## config.mk

```make
export PLATFORM = sky130hd
export DESIGN_NAME = kernel_window_sequencer
export DESIGN_NICKNAME = d
export VERILOG_FILES = /design/src/rtl/kernel_window_sequencer.sv
export SDC_FILE = /design/constraint.sdc
export NUM_CORES = 1
export LEC_CHECK = 0
export ABC_CLOCK_PERIOD_IN_PS = 2250
export CAP_MARGIN = 40
export CORE_ASPECT_RATIO = 1.4
export CORE_UTILIZATION = 44
export DETAILED_ROUTE_END_ITERATION = 8
export PLACE_DENSITY = 0.83
export SLEW_MARGIN = 20
export SYNTH_ARGS = -nofsm -noshare
export SYNTH_HDL_FRONTEND = slang
export SYNTH_SLANG_ARGS = --single-unit
export TNS_END_PERCENT = 30
```

## constraint.sdc

```tcl
create_clock -name clk -period 2.25 [get_ports clk]
set_input_delay 0.3375 -clock clk [delete_from_list [all_inputs] [get_ports clk]]
set_output_delay 0.3375 -clock clk [all_outputs]
set_load 0.02 [all_outputs]
```

## src/rtl/kernel_window_sequencer.sv

```systemverilog
// rtl/kernel_window_sequencer.sv - walks a SIZE x SIZE kernel window and drives the accumulator handshake
//
// Ports:
//   clk, rst                    clock, synchronous active-high reset
//   req_valid/req_ready         window request handshake; req_x/req_y origin
//   kern_addr/kern_data         kernel coefficient memory (1-cycle read latency)
//   pix_x/pix_y/pix_data        image pixel memory (1-cycle read latency)
//   acc_clear/acc_start         pulses to the accumulator
//   acc_kernel_v/acc_pixel_v    accumulator operands (holding registers)
//   acc_ready/acc_clear_flag    accumulator status; acc_sum is its result byte
//   result_valid/result_ready   result handshake; result carries acc_sum
//
// Build option: KWS_SKIP_ZERO_EN skips issuing taps whose coefficient is zero.
module kernel_window_sequencer #(
  parameter int SIZE = 3,
  parameter int AW   = 6
) (
  input  logic          clk,
  input  logic          rst,
  input  logic          req_valid,
  output logic          req_ready,
  input  logic [3:0]    req_x,
  input  logic [3:0]    req_y,
  output logic [AW-1:0] kern_addr,
  input  logic [7:0]    kern_data,
  output logic [3:0]    pix_x,
  output logic [3:0]    pix_y,
  input  logic [7:0]    pix_data,
  output logic          acc_clear,
  output logic          acc_start,
  output logic [7:0]    acc_kernel_v,
  output logic [7:0]    acc_pixel_v,
  input  logic          acc_ready,
  input  logic          acc_clear_flag,
  input  logic [7:0]    acc_sum,
  output logic          result_valid,
  input  logic          result_ready,
  output logic [7:0]    result
);

  typedef enum logic [3:0] {
    IDLE, CLEAR, WAIT_CLR, FETCH, LOAD, ISSUE, HOLD, WAIT_SUM, OUT
  } state_t;

  localparam logic [2:0] LAST = 3'(SIZE - 1);

  state_t     state, state_next;
  logic [3:0] org_x, org_y;
  logic [2:0] tx, ty;
  logic [7:0] kern_hold, pix_hold, result_q;
  logic       req_ready_q;
  logic       last_tap;
  logic       advance;

  assign last_tap = (tx == LAST) && (ty == LAST);

  always_comb begin
    state_next = state;
    advance    = 1'b0;
    case (state)
      IDLE:     if (req_valid && req_ready_q) state_next = CLEAR;
      CLEAR:    if (acc_ready) state_next = WAIT_CLR;
      WAIT_CLR: if (acc_clear_flag) state_next = FETCH;
      FETCH:    state_next = LOAD;
      LOAD: begin
`ifdef KWS_SKIP_ZERO_EN
        if (kern_data == 8'd0) begin
          if (last_tap) begin
            state_next = WAIT_SUM;
          end else begin
            state_next = FETCH;
            advance    = 1'b1;
          end
        end else begin
          state_next = ISSUE;
        end
`else
        state_next = ISSUE;
`endif
      end
      ISSUE:    if (acc_ready) state_next = HOLD;
      HOLD: begin
        if (last_tap) begin
          state_next = WAIT_SUM;
        end else begin
          state_next = FETCH;
          advance    = 1'b1;
        end
      end
      WAIT_SUM: if (acc_ready) state_next = OUT;
      OUT:      if (result_ready) state_next = IDLE;
      default:  state_next = IDLE;
    endcase
  end

  always_ff @(posedge clk) begin
    if (rst) begin
      state       <= IDLE;
      req_ready_q <= 1'b0;
      org_x       <= 4'd0;
      org_y       <= 4'd0;
      tx          <= 3'd0;
      ty          <= 3'd0;
      kern_hold   <= 8'd0;
      pix_hold    <= 8'd0;
      result_q    <= 8'd0;
    end else begin
      state <= state_next;
      // Registered so req_ready stays low through reset and the cycle after it.
      req_ready_q <= (state_next == IDLE);
      if (state == IDLE && state_next == CLEAR) begin
        org_x <= req_x;
        org_y <= req_y;
        tx    <= 3'd0;
        ty    <= 3'd0;
      end
      // Operands only change for a tap that will actually be issued.
      if (state == LOAD && state_next == ISSUE) begin
        kern_hold <= kern_data;
        pix_hold  <= pix_data;
      end
      if (advance) begin
        if (tx == LAST) begin
          tx <= 3'd0;
          ty <= ty + 3'd1;
        end else begin
          tx <= tx + 3'd1;
        end
      end
      if (state == WAIT_SUM && acc_ready) result_q <= acc_sum;
    end
  end

  assign req_ready    = req_ready_q;
  assign kern_addr    = AW'(ty) * AW'(SIZE) + AW'(tx);
  assign pix_x        = org_x + {1'b0, tx};
  assign pix_y        = org_y + {1'b0, ty};
  // Gated by rst so an abandoned transaction never leaks a pulse.
  assign acc_clear    = (state == CLEAR) && acc_ready && !rst;
  assign acc_start    = (state == ISSUE) && acc_ready && !rst;
  assign acc_kernel_v = kern_hold;
  assign acc_pixel_v  = pix_hold;
  assign result_valid = (state == OUT);
  assign result       = result_q;

endmodule

```

# After elaboration in Yosys (flattened, before gate mapping)
# Index checks and enable logic that the tools add are counted.
[word_totals] regBits=43 inputBits=38 out_inout_bits=42 elab_cells=56
[op_classes] n_mux=16 n_reduce_logical=13 addsub=5 eq_ne=12 multipliers=1
[op_table] operator="one-hot mux 4 bit (9 select lines)" n=1
[op_table] operator="2-to-1 mux 4 bit" n=6
[op_table] operator="2-to-1 mux 3 bit" n=7
[op_table] operator="equality test 4 x 3 -> 1 bit, second input constant" n=5
[op_table] operator="logical AND 1 bit" n=9
[op_table] operator="adder 4 x 3 -> 4 bit" n=2
[op_table] operator="equality test 4 x 1 -> 1 bit, second input constant" n=2
[op_table] operator="equality test 4 x 2 -> 1 bit, second input constant" n=2
[op_table] operator="zero test 4 bit" n=2
[op_table] operator="adder 3 x 1 -> 3 bit, second input constant" n=2
[op_table] operator="adder 5 x 3 -> 6 bit" n=1
[op_table] operator="equality test 3 x 2 -> 1 bit, second input constant" n=2
[op_table] operator="multiplier 3 x 2 -> 5 bit, second input constant" n=1
[op_table] operator="equality test 4 bit, second input constant" n=1
[op_table] operator="2-to-1 mux 1 bit" n=2
[op_table] operator="nonzero test 2 bit" n=1
[op_table] operator="zero test 1 bit" n=1

# Longest topological paths before layout
# Gate-level depths: netlist of run 1.
[logic_depth] ltp_word=9 depth_mapped=7 depth_no_buf=6

# Least setup slack after synthesis of run 1
# OpenSTA, ideal clock, no wires.
[synth_timing] path_type="reg2out" start="register tx[1]" end="output kern_addr[3]" arrival_ns=1.853 path_stages_with_launch=6 t_required_ns=1.913 path_buffers=0 setup_slack_ns=0.060 path_cell_list="dfxtp_1 > fa_1 > ha_1 > inv_1 > fa_1 > xnor2_1"
[synth_via] elab_chain_cells=1
[synth_rtl] item="start, declared" line="49" rtl="logic [2:0] tx, ty;"
[synth_rtl] item="start signal, assigned" line="127" rtl="tx <= tx + 3'd1;"
[synth_rtl] item="adder 5 x 3 -> 6 bit" line="135" rtl="assign kern_addr = AW'(ty) * AW'(SIZE) + AW'(tx);"
[synth_rtl] item="end, declared" line="24" rtl="output logic [AW-1:0] kern_addr,"
# No other way between the ends.

# Worst setup path in the final report of run 1
[layout_timing] start="register tx[1]" end="output kern_addr[2]"
# Same word-level chain as after synthesis.

==> results of run 1 <==
layout by cell type, fill, tap and decap left out, types with 2 or more instances in the layout:
cell type        count
dfxtp_1             40
a21oi_1             35
nor4_1               2
or3_1                2
mux2i_1              8
a31oi_1              2
nand3_1              6
nor4b_1              2
dlygate4sd2_1        2
clkbuf_8             5
dlymetal6s2s_1       2
inv_1               13
nand2_1             54
nor2b_1              4
inv_2                2
ha_1                11
nor2_1              13
nor3_1               3
clkbuf_2             4
fa_1                 4
buf_4               19
xnor2_1              4
nor4bb_1             2
nand3b_1             2
nand2b_1             4
or3b_1               2
a21o_1               4
dfxtp_2              3
clkdlybuf4s50_1     66
area by class of cell:
type	count	area share
multi-input cells	179	0.3689
repair buffers	96	0.2868
flip-flops and latches	43	0.2780
well taps	62	0.02494
clock buffers	6	0.02333
inverters	15	0.01810
worst min-delay path, stage by stage, from the launching register on:
cell	delay [ns]
dfxtp_1	0.31
nand2_1	0.05
a21oi_1	0.05
worst min-delay path by stage:
stage | cells after the start | endpoint | slack, ns | start
4_1_cts | 2 | acc_kernel_v[4]$_SDFFE_PP0P_ | 0.46 | acc_kernel_v[4]$_SDFFE_PP0P_
3_3_place_gp | 2 | acc_kernel_v[4]$_SDFFE_PP0P_ | 0.44 | acc_kernel_v[4]$_SDFFE_PP0P_
5_1_grt | 2 | acc_pixel_v[7]$_SDFFE_PP0P_ | 0.48 | acc_pixel_v[7]$_SDFFE_PP0P_
6_report | 2 | acc_kernel_v[1]$_SDFFE_PP0P_ | 0.45 | acc_kernel_v[1]$_SDFFE_PP0P_
2_1_floorplan | 2 | org_x[0]$_SDFFE_PP0P_ | 0.44 | org_x[0]$_SDFFE_PP0P_
3_5_place_dp | 2 | acc_pixel_v[0]$_SDFFE_PP0P_ | 0.45 | acc_pixel_v[0]$_SDFFE_PP0P_
metal layers:
metal  part of all wire  track usage
met3              0.043      0.04806
met4              0.034      0.09917
met5                  0            0
met2               0.54       0.3886
met1               0.38       0.2055
cells in the mapped netlist, drive strengths merged, types with 5 or more instances:
| library cell | count | area share |
|---|---|---|
| clkbuf | 12 | 0.021 |
| nor2 | 14 | 0.026 |
| xnor2 | 5 | 0.021 |
| a21oi | 35 | 0.083 |
| nand3 | 6 | 0.014 |
| dfxtp | 43 | 0.41 |
| fa | 5 | 0.048 |
| inv | 15 | 0.027 |
| mux2i | 8 | 0.038 |
| ha | 12 | 0.071 |
| nand2 | 54 | 0.096 |
report_power, final:
| group | switching, mW | internal, mW | total, mW |
|---|---|---|---|
| Sequential | 0.0241 | 0.794 | 0.818 |
| Clock | 0.241 | 0.207 | 0.448 |
| Combinational | 0.164 | 0.165 | 0.329 |
kinds of logic (layout without fill, tap and decap cells):
kind of cell / after synthesis / count (layout)
fa+ha+maj: 17 / 17
xor+xnor: 6 / 6
other cells: 1 / 1
buf+inv: 29 / 117
compound gates: 44 / 44
simple gates: 103 / 103
flops: 43 / 43
mux: 8 / 8
timing repair:
item / in CTS / in global routing
pin swaps: 3 / 1
setup buffers: 0 / 0
hold buffers: 0 / 0
hold endpoints to repair: 0 / 0
setup endpoints to repair: 10 / 11
gates resized for setup: 29 / 15
sequential cells by signal, summed over array words and instances, names as in the netlist:
name,cells
acc_kernel_v,8
acc_pixel_v,8
result,8
org_x,4
org_y,4
state,4
tx,3
ty,3
req_ready,1
==> impl_metrics.env, run 1 <==
export IMPL_total_power_mw=1.595
export IMPL_synth_cell_types=36
export IMPL_placed_cell_area_mm2=0.003042
export IMPL_worst_slew_pin_transition_ns=0.6249
export IMPL_holdWs_ns=0.4528
export IMPL_synthMuxAreaShare=0.03803
export IMPL_final_core_util=0.6804
export IMPL_setup_violations=2
export IMPL_gr_usage_all_layers=0.2095
export IMPL_vias=1987
export IMPL_slew_headroom=0.5822
export IMPL_die_w_um=60.47
export IMPL_row_count=29
export IMPL_overflow=0
export IMPL_initial_utilization=0.4606
export IMPL_io_pins=80
export IMPL_critPathMaxFanout=2
export IMPL_multi_input_area_mm2=0.001147
export IMPL_stdcell_count=401
export IMPL_antenna_found_initial=0
export IMPL_fin_area_mm2=0.003110
export IMPL_layout_drive_gt1_share=0.1209
export IMPL_seq_area_frac_synth=0.4088
export IMPL_cts_max_path_buffers=2
export IMPL_dp_cells=395
export IMPL_crit_buf_inv=3
export IMPL_period_needed_ns=2.379
export IMPL_tns_ns=-0.2353
export IMPL_synth_top_family_by_area="simple AND/OR/NAND/NOR gates"
export IMPL_viasPerCell=4.955
export IMPL_pwr_density_cell_mw_per_mm2=512.7
export IMPL_cpMostUsedCell="inv_2"
export IMPL_r2r_slack_ns=0.17
export IMPL_core_area_mm2=0.004572
export IMPL_ff_latch_area_um2=864.6
export IMPL_startpoint_type="register"
export IMPL_final_period_utilization=1.057
export IMPL_skew_ns=0.004867
export IMPL_syn_nets=306
export IMPL_grt_pass1_vias=1970
export IMPL_mappedNetlistArea_mm2=0.002106
export IMPL_io_buffers=78
export IMPL_drt_pass1_iter_count=4
export IMPL_grt_pass1_wl_mm=8.107
export IMPL_final_nets=395
export IMPL_gp_congestion=0.7705
export IMPL_cts_root_buf="clkbuf_8"
export IMPL_crit_start="tx[1]$_SDFFE_PP0P_"
export IMPL_preCtsSetupSlack_ns=-0.3211
export IMPL_drc=0
export IMPL_cp_arrival_ns=2.04
export IMPL_cts_tree="done"
export IMPL_ir_drop_mv=0.3814
export IMPL_fmax_ghz=0.4203
export IMPL_dp_hpwl_mm=3.776
export IMPL_end_kind="primary output"
export IMPL_htreeDepth=2
export IMPL_leakage_nw=1.251
export IMPL_drt_iter0_markers=50
export IMPL_wl_per_cell_um=12.45
export IMPL_cp_top_family="adder cells"
export IMPL_syn_area_per_cell_um2=8.390
export IMPL_synth_edff_count=0
export IMPL_endpoint="kern_addr[2]"
export IMPL_finalWirelength_mm=4.991
export IMPL_hold_class="register to register"
export IMPL_clk_pin_slew_ns=0.07
export IMPL_slowest_stage="fa_1"
export IMPL_synth_fa_ha_area_frac=0.1188
export IMPL_cts_sinks=43
export IMPL_max_cap_viol_count=0
export IMPL_synth_async_sr_flop_share=0
export IMPL_antenna_left=0
export IMPL_synth_ff_type="dfxtp_1"
export IMPL_rr_endpoint="ty[2]$_SDFF_PP0_"
export IMPL_grt_start_max_net_pins=25
export IMPL_yosys_area_share_simple=0.2389
export IMPL_setup_ws_ns=-0.1294
export IMPL_violations="negative setup slack"
export IMPL_ff2ff_path_depth=7
export IMPL_yosys_warnings=0
export IMPL_hold_viol=0
export IMPL_regToRegStartpoint="ty[0]$_SDFF_PP0_"
export IMPL_insertion_delay_ns=0.29
export IMPL_fill_cells=402
export IMPL_maxSlewViolCount=0
export IMPL_rsz0062_at_grt="yes"
export IMPL_crit_chain="fa_1 -> ha_2 -> inv_2 -> fa_2 -> inv_2 -> buf_6"
export IMPL_num_antenna_cells=0
export IMPL_cts_buffers=5
export IMPL_criticalPathCategory="register to primary output"
export IMPL_synth_compound_area_frac=0.1147
export IMPL_postSynthCellCount=251
export IMPL_area_growth_pct=47.71
export IMPL_crit_required_ns=1.91
export IMPL_outcome="finished with violations"
export IMPL_critPathMaxStageDelay_ns=0.53
export IMPL_cp_depth=6
export IMPL_ys_seq_elements=43
export IMPL_fp_dieH_um=83.86
export IMPL_synth_xor_area_frac=0.02496
export IMPL_dieArea_mm2=0.005070
(Power assumes the default switching activity.)
==> run 2, diff against run 1 <==
--- a/config.mk
+++ b/config.mk
@@ -5,12 +5,12 @@
 export SDC_FILE = /design/constraint.sdc
 export NUM_CORES = 1
 export LEC_CHECK = 0
-export ABC_CLOCK_PERIOD_IN_PS = 2250
+export ABC_CLOCK_PERIOD_IN_PS = 2000
 export CAP_MARGIN = 40
 export CORE_ASPECT_RATIO = 1.4
-export CORE_UTILIZATION = 44
+export CORE_UTILIZATION = 40
 export DETAILED_ROUTE_END_ITERATION = 8
-export PLACE_DENSITY = 0.83
+export PLACE_DENSITY = 0.8
 export SLEW_MARGIN = 20
 export SYNTH_ARGS = -nofsm -noshare
 export SYNTH_HDL_FRONTEND = slang
==> constraint.sdc (replaced) <==
create_clock -name clk -period 2 [get_ports clk]
set_input_delay 0.3 -clock clk [delete_from_list [all_inputs] [get_ports clk]]
set_output_delay 0.3 -clock clk [all_outputs]
set_load 0.02 [all_outputs]
==> run 2 against run 1 <==
The flow still finishes with violations (negative setup slack). Sequential power increased by 13%. Combinational power increased by 16%. Critical path depth unchanged. Non-clock buffer count increased by 9.
==> impl_metrics.env, run 2 (synthesis gave the netlist of run 1 again) <==
export IMPL_seqPwrFrac=0.461
export IMPL_preCtsSetupSlack_ns=-0.5201
export IMPL_die_w_um=63.32
export IMPL_p_sw_uw=507.9
export IMPL_insertion_delay_ns=0.30
export IMPL_vias=2024
export IMPL_maxSlewViolCount=0
export IMPL_criticalPathCategory="register to primary output"
export IMPL_num_antenna_cells=0
export IMPL_period_needed_ns=2.362
export IMPL_overflow=0
export IMPL_fp_dieH_um=87.85
export IMPL_max_cap_viol_count=0
export IMPL_critPathMaxFanout=2
export IMPL_fin_area_mm2=0.003308
export IMPL_dieArea_mm2=0.005563
export IMPL_row_count=30
export IMPL_hold_viol=0
export IMPL_hold_class="register to register"
export IMPL_drc=0
export IMPL_setup_ws_ns=-0.3624
export IMPL_finalWirelength_mm=4.937
export IMPL_cpMostUsedCell="inv_2"
export IMPL_grt_pass1_wl_mm=8.349
export IMPL_htreeDepth=2
export IMPL_drt_iter0_markers=61
export IMPL_layout_drive_gt1_share=0.1800
export IMPL_power_frac_clock=0.348
export IMPL_cts_max_path_buffers=2
export IMPL_clk_pin_slew_ns=0.08
export IMPL_antenna_left=0
export IMPL_grt_pass1_vias=1995
export IMPL_ir_drop_mv=0.4911
export IMPL_total_power_mw=2.004
export IMPL_fmax_ghz=0.4233
export IMPL_slowest_stage="fa_1"
export IMPL_outcome="finished with violations"
export IMPL_area_growth_pct=57.10
export IMPL_startpoint_type="register"
export IMPL_cts_sinks=43
export IMPL_pwr_density_cell_mw_per_mm2=605.9
export IMPL_cts_buffers=5
export IMPL_rsz0062_at_grt="yes"
export IMPL_layout_commonest_cell="clkdlybuf4s50_1"
export IMPL_viasPerCell=4.889
export IMPL_critPathMaxStageDelay_ns=0.53
export IMPL_final_period_utilization=1.181
export IMPL_dp_hpwl_mm=3.668
export IMPL_crit_buf_inv=3
export IMPL_gp_congestion=0.7904
export IMPL_cp_arrival_ns=2.06
export IMPL_drt_pass1_iter_count=4
export IMPL_initial_utilization=0.4250
export IMPL_internal_power_mw=1.497
export IMPL_final_nets=404
export IMPL_sw_frac_of_total=0.2534
export IMPL_hold_buffers=0
export IMPL_end_kind="primary output"
export IMPL_placed_cell_area_mm2=0.003139
export IMPL_cp_top_family="adder cells"
export IMPL_cts_root_buf="clkbuf_8"
export IMPL_grt_start_max_net_pins=36
export IMPL_leakage_nw=1.343
export IMPL_violations="negative setup slack"
export IMPL_crit_required_ns=1.70
export IMPL_gr_usage_all_layers=0.1917
export IMPL_core_area_mm2=0.004955
export IMPL_final_core_util=0.6677
export IMPL_setup_violations=7
export IMPL_crit_chain="fa_1 -> ha_2 -> inv_2 -> fa_2 -> inv_2 -> buf_6"
export IMPL_wl_per_cell_um=11.93
export IMPL_skew_ns=0.005967
export IMPL_holdWs_ns=0.4564
export IMPL_io_pins=80
export IMPL_combPwrFrac=0.191
export IMPL_cts_tree="done"
export IMPL_layout_common_cells="clkdlybuf4s50_1 (63), nand2_1 (54), dfxtp_1 (37), a21oi_1 (34), buf_4 (25)"
export IMPL_antenna_found_initial=0
export IMPL_io_buffers=78
## run 2: cell count changes in the layout (fill, tap and decap cells not counted), moves of 3 or more
cell / previous run / this run
clkdlybuf4s50_1: 66 / 63
dfxtp_1: 40 / 37
dfxtp_2: 3 / 6
clkbuf_2: 4 / 1
buf_6: 1 / 7
buf_4: 19 / 25
## run 2: repair_timing
action	4_1_cts	5_1_grt
resized for setup	53	18
pin swaps	4	6
setup endpoints to repair	14	12
setup buffers	0	1
## run 2: area by class of cell
class	count	area [µm²]
Clock buffer	6	82.58
Tap cell	64	80.08
Clock inverter	2	35.03
Multi-Input combinational cell	179	1185
Fill cell	420	1647
Sequential cell	43	868.3
Inverter	15	56.30
Timing Repair Buffer	105	1001
## run 2: worst paths after layout
| check | start | end | slack, ns | depth (start not counted) |
|---|---|---|---|---|
| min | acc_pixel_v[0]$_SDFFE_PP0P_ | acc_pixel_v[0]$_SDFFE_PP0P_ | 0.46 | 2 |
| max reg2reg | ty[0]$_SDFF_PP0_ | ty[2]$_SDFF_PP0_ | -0.01 | 8 |
| max | tx[1]$_SDFFE_PP0P_ | kern_addr[2] | -0.36 | 6 |
| min reg2reg | acc_pixel_v[0]$_SDFFE_PP0P_ | acc_pixel_v[0]$_SDFFE_PP0P_ | 0.46 | 2 |
## run 2: power groups by stage
| stage | clock [mW] | combinational (mW) | sequential, mW |
|---|---|---|---|
| 2_1_floorplan | 0 | 0.188 | 0.947 |
| 3_3_place_gp | 0 | 0.382 | 0.942 |
| 3_5_place_dp | 0 | 0.387 | 0.944 |
| 4_1_cts | 0.719 | 0.381 | 0.924 |
| 5_1_grt | 0.745 | 0.422 | 0.934 |
| 6_report | 0.697 | 0.382 | 0.925 |
## run 2: worst min-delay path, stage by stage, from the launching register on
cell and delay, ns:
dfxtp_1 0.31, nand2_1 0.05, a21oi_1 0.05
## run 2: metrics by stage
stage / instances / TNS (ns)
after floorplan: 251 / -0.007513
after global placement: 405 / -1.884
after detailed placement: 405 / -2.138
after CTS: 413 / -1.392
after global routing: 414 / -1.702
final: 414 / -1.142
## run 2: metal layers
metal | share of wire | vias to the layer above | GRT usage | wire length, µm
met2 | 0.53 | 57 | 0.3472 | 2615
met3 | 0.052 | 9 | 0.04036 | 255
met4 | 0.022 | 0 | 0.1074 | 111
met1 | 0.40 | 931 | 0.2059 | 1955
met5 | 0 | - | 0 | 0
li1 | - | 1027 | - | -
==> run 3, diff against run 2 <==
--- a/config.mk
+++ b/config.mk
@@ -8,10 +8,11 @@
 export ABC_CLOCK_PERIOD_IN_PS = 2000
 export CAP_MARGIN = 40
 export CORE_ASPECT_RATIO = 1.4
+export CORE_MARGIN = 10
 export CORE_UTILIZATION = 40
 export DETAILED_ROUTE_END_ITERATION = 8
 export PLACE_DENSITY = 0.8
-export SLEW_MARGIN = 20
+export SLEW_MARGIN = 25
 export SYNTH_ARGS = -nofsm -noshare
 export SYNTH_HDL_FRONTEND = slang
 export SYNTH_SLANG_ARGS = --single-unit
==> run 3 against run 2 <==
Register-to-register slack better by 0.07 ns. Wire length up 16%. First-iteration DRC count rose by 16%. Flip-flop and latch count stayed put. Sequential share of layout area is 0.69 points higher. Combinational power is 3% higher. Maximum frequency hardly changed. Die area grew 55%. The flow still finishes with violations (negative setup slack). Clock skew shrank 0.0014 ns. Critical endpoint is now kern_addr[3]. Critical path depth unchanged. Via count is 0.30% lower. Largest power group unchanged. Critical path type unchanged. Sequential power hardly changed.
==> impl_metrics.env, run 3 (synthesis gave the netlist of run 1 again) <==
export IMPL_outcome="finished with violations"
export IMPL_violations="negative setup slack"
export IMPL_setup_violations=3
export IMPL_leakage_nw=1.264
export IMPL_ff2ff_path_depth=7
export IMPL_setup_ws_ns=-0.3646
export IMPL_overflow=0
export IMPL_drc=0
export IMPL_min_delay_start="acc_kernel_v[2]$_SDFFE_PP0P_"
export IMPL_fmax_ghz=0.4229
export IMPL_tns_ns=-0.8822
export IMPL_htreeDepth=2
export IMPL_antenna_left=0
export IMPL_cts_sinks=43
export IMPL_die_w_um=81.32
export IMPL_row_count=31
export IMPL_regToRegStartpoint="ty[0]$_SDFF_PP0_"
export IMPL_area_growth_pct=53.30
export IMPL_fill_cells=459
export IMPL_core_area_mm2=0.005159
export IMPL_criticalPathCategory="register to primary output"
export IMPL_pwr_density_cell_mw_per_mm2=574.4
export IMPL_num_antenna_cells=0
export IMPL_initial_utilization=0.4082
export IMPL_gp_congestion=0.8026
export IMPL_final_nets=400
export IMPL_worst_slew_pin_transition_ns=0.6387
export IMPL_period_needed_ns=2.365
export IMPL_rr_endpoint="ty[2]$_SDFF_PP0_"
export IMPL_cts_tree="done"
export IMPL_vias=2018
export IMPL_viasPerCell=4.898
export IMPL_layout_commonest_cell="clkdlybuf4s50_1"
export IMPL_antenna_found_initial=0
export IMPL_insertion_delay_ns=0.30
export IMPL_drt_pass1_iter_count=4
export IMPL_worstHoldPathCells=2
export IMPL_preCtsSetupSlack_ns=-0.5619
export IMPL_dp_hpwl_mm=4.409
export IMPL_rsz0062_at_grt="yes"
export IMPL_slew_headroom=0.5730
export IMPL_layout_drive_gt1_share=0.1734
export IMPL_critPathMaxFanout=2
export IMPL_cts_buffers=5
export IMPL_ir_drop_mv=0.4909
export IMPL_max_cap_viol_count=0
export IMPL_cts_root_buf="clkbuf_8"
export IMPL_final_period_utilization=1.182
export IMPL_startpoint_type="register"
export IMPL_whs_endpoint="acc_kernel_v[2]$_SDFFE_PP0P_"
export IMPL_io_buffers=78
export IMPL_hold_buffers=0
export IMPL_finalWirelength_mm=5.740
export IMPL_cts_max_path_buffers=2
export IMPL_grt_pass1_wl_mm=9.349
export IMPL_clk_pin_slew_ns=0.08
export IMPL_grt_start_max_net_pins=35
export IMPL_gr_usage_all_layers=0.1348
export IMPL_skew_ns=0.004595
export IMPL_hold_class="register to register"
export IMPL_grt_pass1_vias=2039
export IMPL_dieArea_mm2=0.008608
export IMPL_fp_dieH_um=105.9
export IMPL_layout_common_cells="clkdlybuf4s50_1 (65), nand2_1 (54), dfxtp_1 (38), a21oi_1 (33), buf_4 (28)"
export IMPL_drt_iter0_markers=71
export IMPL_r2r_slack_ns=0.06
export IMPL_post_cts_setup_buffers=0
export IMPL_maxSlewViolCount=0
export IMPL_io_pins=80
export IMPL_cp_arrival_ns=2.06
export IMPL_end_kind="primary output"
export IMPL_crit_required_ns=1.70
export IMPL_hold_viol=0
export IMPL_wl_per_cell_um=13.93
run 3: where the power goes:
part	internal (mW)	switching, mW	total, mW
registers	0.891	0.0319	0.923
clock network	0.239	0.299	0.538
logic	0.205	0.189	0.393
total	1.34	0.519	1.85
run 3: cell type report:
| cell class | instances | area [µm²] | area share |
|---|---|---|---|
| multi-input cells | 179 | 1199 | 0.3713 |
| repair buffers | 101 | 937.1 | 0.2903 |
| flip-flops and latches | 43 | 869.6 | 0.2694 |
| well taps | 66 | 82.58 | 0.02558 |
| clock buffers | 5 | 68.82 | 0.02132 |
| inverters | 15 | 56.30 | 0.01744 |
| clock inverters | 3 | 15.01 | 0.004651 |
run 3: through the flow:
| stage | utilization | power (mW) | cells | cell area [µm²] | hold slack, ns |
|---|---|---|---|---|---|
| after floorplan | - | 1.135 | 251 | 2128 | 0.4360 |
| after global placement | 0.6022 | 1.331 | 404 | 3107 | 0.4412 |
| after detailed placement | 0.6022 | 1.338 | 404 | 3107 | 0.4472 |
| after CTS | 0.6175 | 1.864 | 412 | 3186 | 0.4594 |
| after global routing | 0.6258 | 1.948 | 412 | 3228 | 0.4799 |
| final | 0.6258 | 1.854 | 412 | 3228 | 0.4579 |
run 3: repair_timing:
item,in CTS,in global routing
resized for setup,56,16
setup endpoints to repair,14,10
gates cloned,0,0
pin swaps,4,7
run 3: worst max-delay path, stage by stage, from the launching register on:
cell and delay [ns]:
dfxtp_2 0.34, fa_1 0.54, ha_2 0.18, inv_2 0.04, fa_2 0.37, xnor2_4 0.17, buf_6 0.13
run 3: routing by layer:
metal / track usage / wire [µm]
met5: 0 / 0
met1: 0.1276 / 1999
met3: 0.07058 / 573
met2: 0.2424 / 3100
met4: 0.03722 / 67
run 3: worst max path at each step:
stage / start / end / slack, ns / cells past startpoint
after detailed placement: tx[1]$_SDFFE_PP0P_ / kern_addr[3] / -0.56 / 6
after floorplan: tx[1]$_SDFFE_PP0P_ / kern_addr[3] / -0.008 / 5
final: tx[1]$_SDFFE_PP0P_ / kern_addr[3] / -0.36 / 6
after CTS: tx[1]$_SDFFE_PP0P_ / kern_addr[3] / -0.39 / 6
after global routing: tx[1]$_SDFFE_PP0P_ / kern_addr[2] / -0.41 / 6
after global placement: tx[1]$_SDFFE_PP0P_ / kern_addr[3] / -0.50 / 6
==> RTL edit 1, RTL diff (config.mk and constraints of run 3) <==
Encoding of `state_t`: now one-hot (9 bits for 9 states).
--- a/src/rtl/kernel_window_sequencer.sv
+++ b/src/rtl/kernel_window_sequencer.sv
@@ -38,8 +38,8 @@
   output logic [7:0]    result
 );
 
-  typedef enum logic [3:0] {
-    IDLE, CLEAR, WAIT_CLR, FETCH, LOAD, ISSUE, HOLD, WAIT_SUM, OUT
+  typedef enum logic [8:0] {
+    IDLE = 9'b000000001, CLEAR = 9'b000000010, WAIT_CLR = 9'b000000100, FETCH = 9'b000001000, LOAD = 9'b000010000, ISSUE = 9'b000100000, HOLD = 9'b001000000, WAIT_SUM = 9'b010000000, OUT = 9'b100000000
   } state_t;
 
   localparam logic [2:0] LAST = 3'(SIZE - 1);
Formal check against the unedited RTL: same outputs for any inputs over 10 cycles, from zero or initial values and one cycle with rst high; not proved beyond that.
==> RTL edit 1 against run 3 <==
The flow still finishes with violations (setup timing); cell count rose by 7.3%; synthesized cell count increased by 6.0%; sequential cell count rose by 5; worst setup slack worse by 0.0066 ns; combinational power shrank 18%; power grew 3.1%; wire length is 19% higher; clock skew increased by 0.0045 ns; sequential share of layout area shrank 0.91 points; final area rose by 16%; synthesized area is 18% higher; sequential power is 6.9% higher; clock power increased by 12%.
==> RTL edit 1: results (changes against run 3) <==
Placement
The number of I/O port buffers is 78 (unchanged). The pre-CTS worst setup slack is -0.556 ns (+0.00630 ns). The placed wire-length estimate after detailed placement is 5220 µm (+18%). The placed instance area came to 0.00358 mm² (+15%). The cell total after placement is 432 (+6.9%). The routability congestion estimate from global placement came to 0.796 (-0.77%).

Final layout
The register with the highest flop count is state. The fraction of final layout cells sized beyond drive strength 1 came to 25.3% (+7.9 points). The diode insertion count for antenna repair is 0 (unchanged).

Critical path
The number of cell instances on the worst register-to-register path was 6 (-1). In this run the critical register-to-register path is launched from state[2]. In this run the worst setup path begins at tx[1].

The setup slack on the worst flop-to-flop path is 0.02 ns (-0.04 ns). The kind of cell adding the most delay to the critical path is adder cells. The worst register-to-register path ends at tx[1].

The largest fanout of any net on the critical path is 2 (unchanged).

Run status
The flow ran to the end, but the final reports show violations. The final reports fail on setup timing.

Yosys
The synthesized-area fraction occupied by xor and xnor cells is 2.82% (+0.32 points). By count the netlist is led by dfxtp_1 (48), nor2_1 (46), mux2i_1 (33). The mean post-synth cell area is 9.36 µm² (+12%).

Sorting the synthesized cells by area gives the leading types as dfxtp_1 (39%), mux2i_1 (13%), nor2_1 (6.9%). The post-synthesis adder-cell area fraction is 10.1% (-1.8 points). The synthesized netlist net count is 321 (+4.9%). The post-synthesis compound-gate area fraction is 7.14% (-4.3 points). The part of the Yosys area used for sequential elements came to 38.6% (-2.3 points). The count of different cell masters after synthesis is 49 (+36%). The multiplexer share of the synthesized area came to 13.7% (+9.9 points).

The share of synthesized registers carrying an async set or reset came to 0% (unchanged). The warning count from the yosys run was 0 (unchanged).

CTS
The level count of the clock H-tree was 2 (unchanged). The insertion delay of the later-clocked pin in the worst-skew pair came to 0.30 ns (about the same). The maximum buffer depth of the clock tree is 2 (unchanged). In this run the clock root is driven by a clkbuf_8.

The post-CTS clock slew at the launch and capture registers of the worst setup and hold paths is 0.09 ns.

Hold path
The hold path endpoint is acc_pixel_v[6]. The critical hold path startpoint is acc_pixel_v[6].

Timing
The final setup skew is 0.00913 ns (+0.00454 ns). The setup slack after layout came to -0.371 ns (-0.00665 ns). The final hold slack is 0.496 ns (+0.0380 ns). The count of final setup violators is 6 (+3). The aggregate negative setup slack came to -1.12 ns (-0.237 ns).

Global routing
The largest net degree at the start of global routing came to 49 (+40%). The met3 routing resource usage after global routing is 2.94% (-4.1 points). The met2 usage is 26.5% (+2.3 points). The global routing met1 resource utilization is 13.5% (+0.69 points). The via count of the first global-routing pass was 2394 (+17%).

The global-route wire length before repair was 11200 µm (+19%). The global-route usage over all layers is 13.7% (+0.23 points).

Pwr
The static power due to leakage is 1.78 nW (+41%). The peak supply drop is 413 µV (-16%).

Drt
The iteration count of the initial detailed-routing pass is 4 (unchanged). The via count was 2238 (+11%). The total wirelength of the detailed-routed design is 6810 µm (+19%).

The detailed router's first-iteration violation count is 133 (+87%). The ratio of routed vias to standard cells is 5.06 (+3.4%).
## RTL edit 1: where the power goes
group          switching [mW]  internal (mW)  leakage, nW  total, mW
clock network           0.322          0.281       0.0445      0.604
registers              0.0128          0.974        0.392      0.987
logic                   0.145          0.177         1.34      0.321
total                   0.480           1.43         1.78       1.91
## RTL edit 1: per-layer routing
metal  vias up  share of wire [%]
met4         0                1.9
li1       1114                  -
met2        57                 57
met3        10                4.3
met1      1057                 37
met5         -                  0
## RTL edit 1: repair_timing
item                                    4_1_cts  5_1_grt
endpoints found under the setup margin       14       14
endpoints found under the hold margin         0        0
setup buffers                                 0        2
pin swaps                                    12        8
gates resized for setup                      82       11
## RTL edit 1: layout make-up
cell class / count / area [µm²]
Fill cell: 510 / 2210
Timing Repair Buffer: 115 / 1030
Multi-Input combinational cell: 187 / 1490
Tap cell: 70 / 87.6
Sequential cell: 48 / 972
Clock buffer: 7 / 86.3
Inverter: 14 / 52.6
Clock inverter: 1 / 7.51
==> RTL edit 2, RTL diff (settings of run 3) <==
Made on the original files. Change the parameter `AW` from 6 to 7.
--- a/src/rtl/kernel_window_sequencer.sv
+++ b/src/rtl/kernel_window_sequencer.sv
@@ -13,7 +13,7 @@
 // Build option: KWS_SKIP_ZERO_EN skips issuing taps whose coefficient is zero.
 module kernel_window_sequencer #(
   parameter int SIZE = 3,
-  parameter int AW   = 6
+  parameter int AW   = 7
 ) (
   input  logic          clk,
   input  logic          rst,
Ports: changed (resized kern_addr); port bits go from 80 to 81. The function was not compared with the original's and may differ.
==> RTL edit 2 against run 3 <==
The run still ends with setup timing left; sequential cell count unchanged; die area is 0.28% higher; final area up 2.3%; global-route usage is 0.48 points higher; worst setup slack worse by 0.010 ns; cell count grew 0.73%; power grew 13%; synthesized area rose by 0.36%; wire length increased by 3.9%.
==> RTL edit 2: results (changes against run 3) <==
Run status
The run finished, with violations left. The final reports fail on setup timing.

Timing
The final setup skew is 0.00514 ns (+0.000542 ns). The count of final setup violators is 4 (+1). The setup slack after layout is -0.375 ns (-0.0105 ns).

The final hold slack came to 0.458 ns (+0.000318 ns).

Final layout
The final-stage net count is 403 (+0.75%). The diode insertion count for antenna repair was 0 (unchanged). The fraction of cell area in non-clock buffers was 28.8% (-0.27 points). The multi-input combinational cell count is 180 (+0.56%). The number of clock-tree buffers in the layout is 6 (+1). The layout buffer count excluding clock buffers is 103 (+2.0%). The total area of multi-input combinational cells is 0.00121 mm² (+1.1%). The proportion of cell area spent on the clock network was 4.02% (+1.4 points). The sequential cell count came to 43 (unchanged). The fraction of final layout cells sized beyond drive strength 1 was 17.8% (+0.42 points). The number of fill cells came to 455 (-0.87%). The storage element area is 868 µm² (-0.14%).

Drt
The via count is 2018 (unchanged). The total wirelength of the detailed-routed design came to 5970 µm (+3.9%). The met1 routed wirelength after detailed routing was 2160 µm (+7.9%).

The detailed router's first-iteration violation count came to 59 (-17%). The wire length on met2 came to 3170 µm (+2.2%). The iteration count of the initial detailed-routing pass is 4 (unchanged).

The met3 wire length was 558 µm (-2.6%). The final routed wire length divided by cell count is 14.4 µm (+3.2%).

Hold path
The critical hold path startpoint is acc_pixel_v[2]. The hold path endpoint is acc_pixel_v[2].

Pwr
The static power due to leakage was 1.31 nW (+3.4%). The peak supply drop is 461 µV (-6.1%).

CTS
The total clock buffers created by CTS is 5 (unchanged). The insertion delay of the later-clocked pin in the worst-skew pair is 0.29 ns. The maximum buffer depth of the clock tree is 2 (unchanged).

Yosys
The post-synthesis adder-cell area fraction was 11.8% (-0.042 points). The synthesized-area fraction occupied by xor and xnor cells is 2.49% (-0.0089 points). The count of different cell masters after synthesis is 36 (unchanged). The multiplexer share of the synthesized area is 3.79% (-0.014 points). The number of instances in the synthesized netlist was 252 (+0.40%).

In the post-synthesis netlist, the biggest area contributors are dfxtp_1 (41%), nand2_1 (9.6%), a21oi_1 (8.3%). The part of the Yosys area used for sequential elements is 40.7% (-0.15 points). The post-synthesis compound-gate area fraction is 11.4% (-0.041 points).

Global routing
The met2 usage came to 24.8% (+0.57 points). The global-route usage over all layers came to 14.0% (+0.48 points). The global routing met1 resource utilization is 14.0% (+1.2 points).

The largest net degree at the start of global routing is 32 (-8.6%). The met3 routing resource usage after global routing came to 5.90% (-1.2 points). The via count of the first global-routing pass was 2105 (+3.2%). The global-route wire length before repair is 9780 µm (+4.7%).

Critical path
The largest fanout of any net on the critical path is 2 (unchanged). The endpoint of the most critical setup path is kern_addr[2]. The number of cell instances on the worst register-to-register path was 7 (unchanged).

Among cell families on the critical path, the largest total delay comes from adder cells. The critical path data arrival time is 2.08 ns (+0.02 ns). The end of the worst register-to-register path is ty[2].

Placement
The placed wire-length estimate after detailed placement was 4590 µm (+4.1%). The routability congestion estimate from global placement is 0.829 (+3.3%). The cell total after placement is 406 (+0.50%).
## RTL edit 2: metrics by stage
stage | utilization, % | total power [mW] | worst slack, ns | TNS [ns] | instance area [µm²]
3_5_place_dp | 60.4 | 1.34 | -0.564 | -2.54 | 3120
5_1_grt | 64.0 | 2.20 | -0.442 | -1.68 | 3300
6_report | 64.0 | 2.10 | -0.375 | -1.16 | 3300
4_1_cts | 63.4 | 2.12 | -0.394 | -1.23 | 3270
2_1_floorplan | - | 1.14 | -0.00751 | -0.00751 | 2140
3_3_place_gp | 60.4 | 1.33 | -0.498 | -2.05 | 3120
## RTL edit 2: what timing repair did
action / in CTS / in global routing
gates resized for setup: 60 / 8
hold endpoints to repair: 0 / 0
pin swaps: 1 / 8
setup endpoints to repair: 14 / 10
setup buffers: 0 / 1
## RTL edit 2: power by group
group,leakage (nW),internal [mW],switching (mW)
clock,0.0654,0.499,0.281
combinational,0.891,0.200,0.195
sequential,0.351,0.893,0.0289
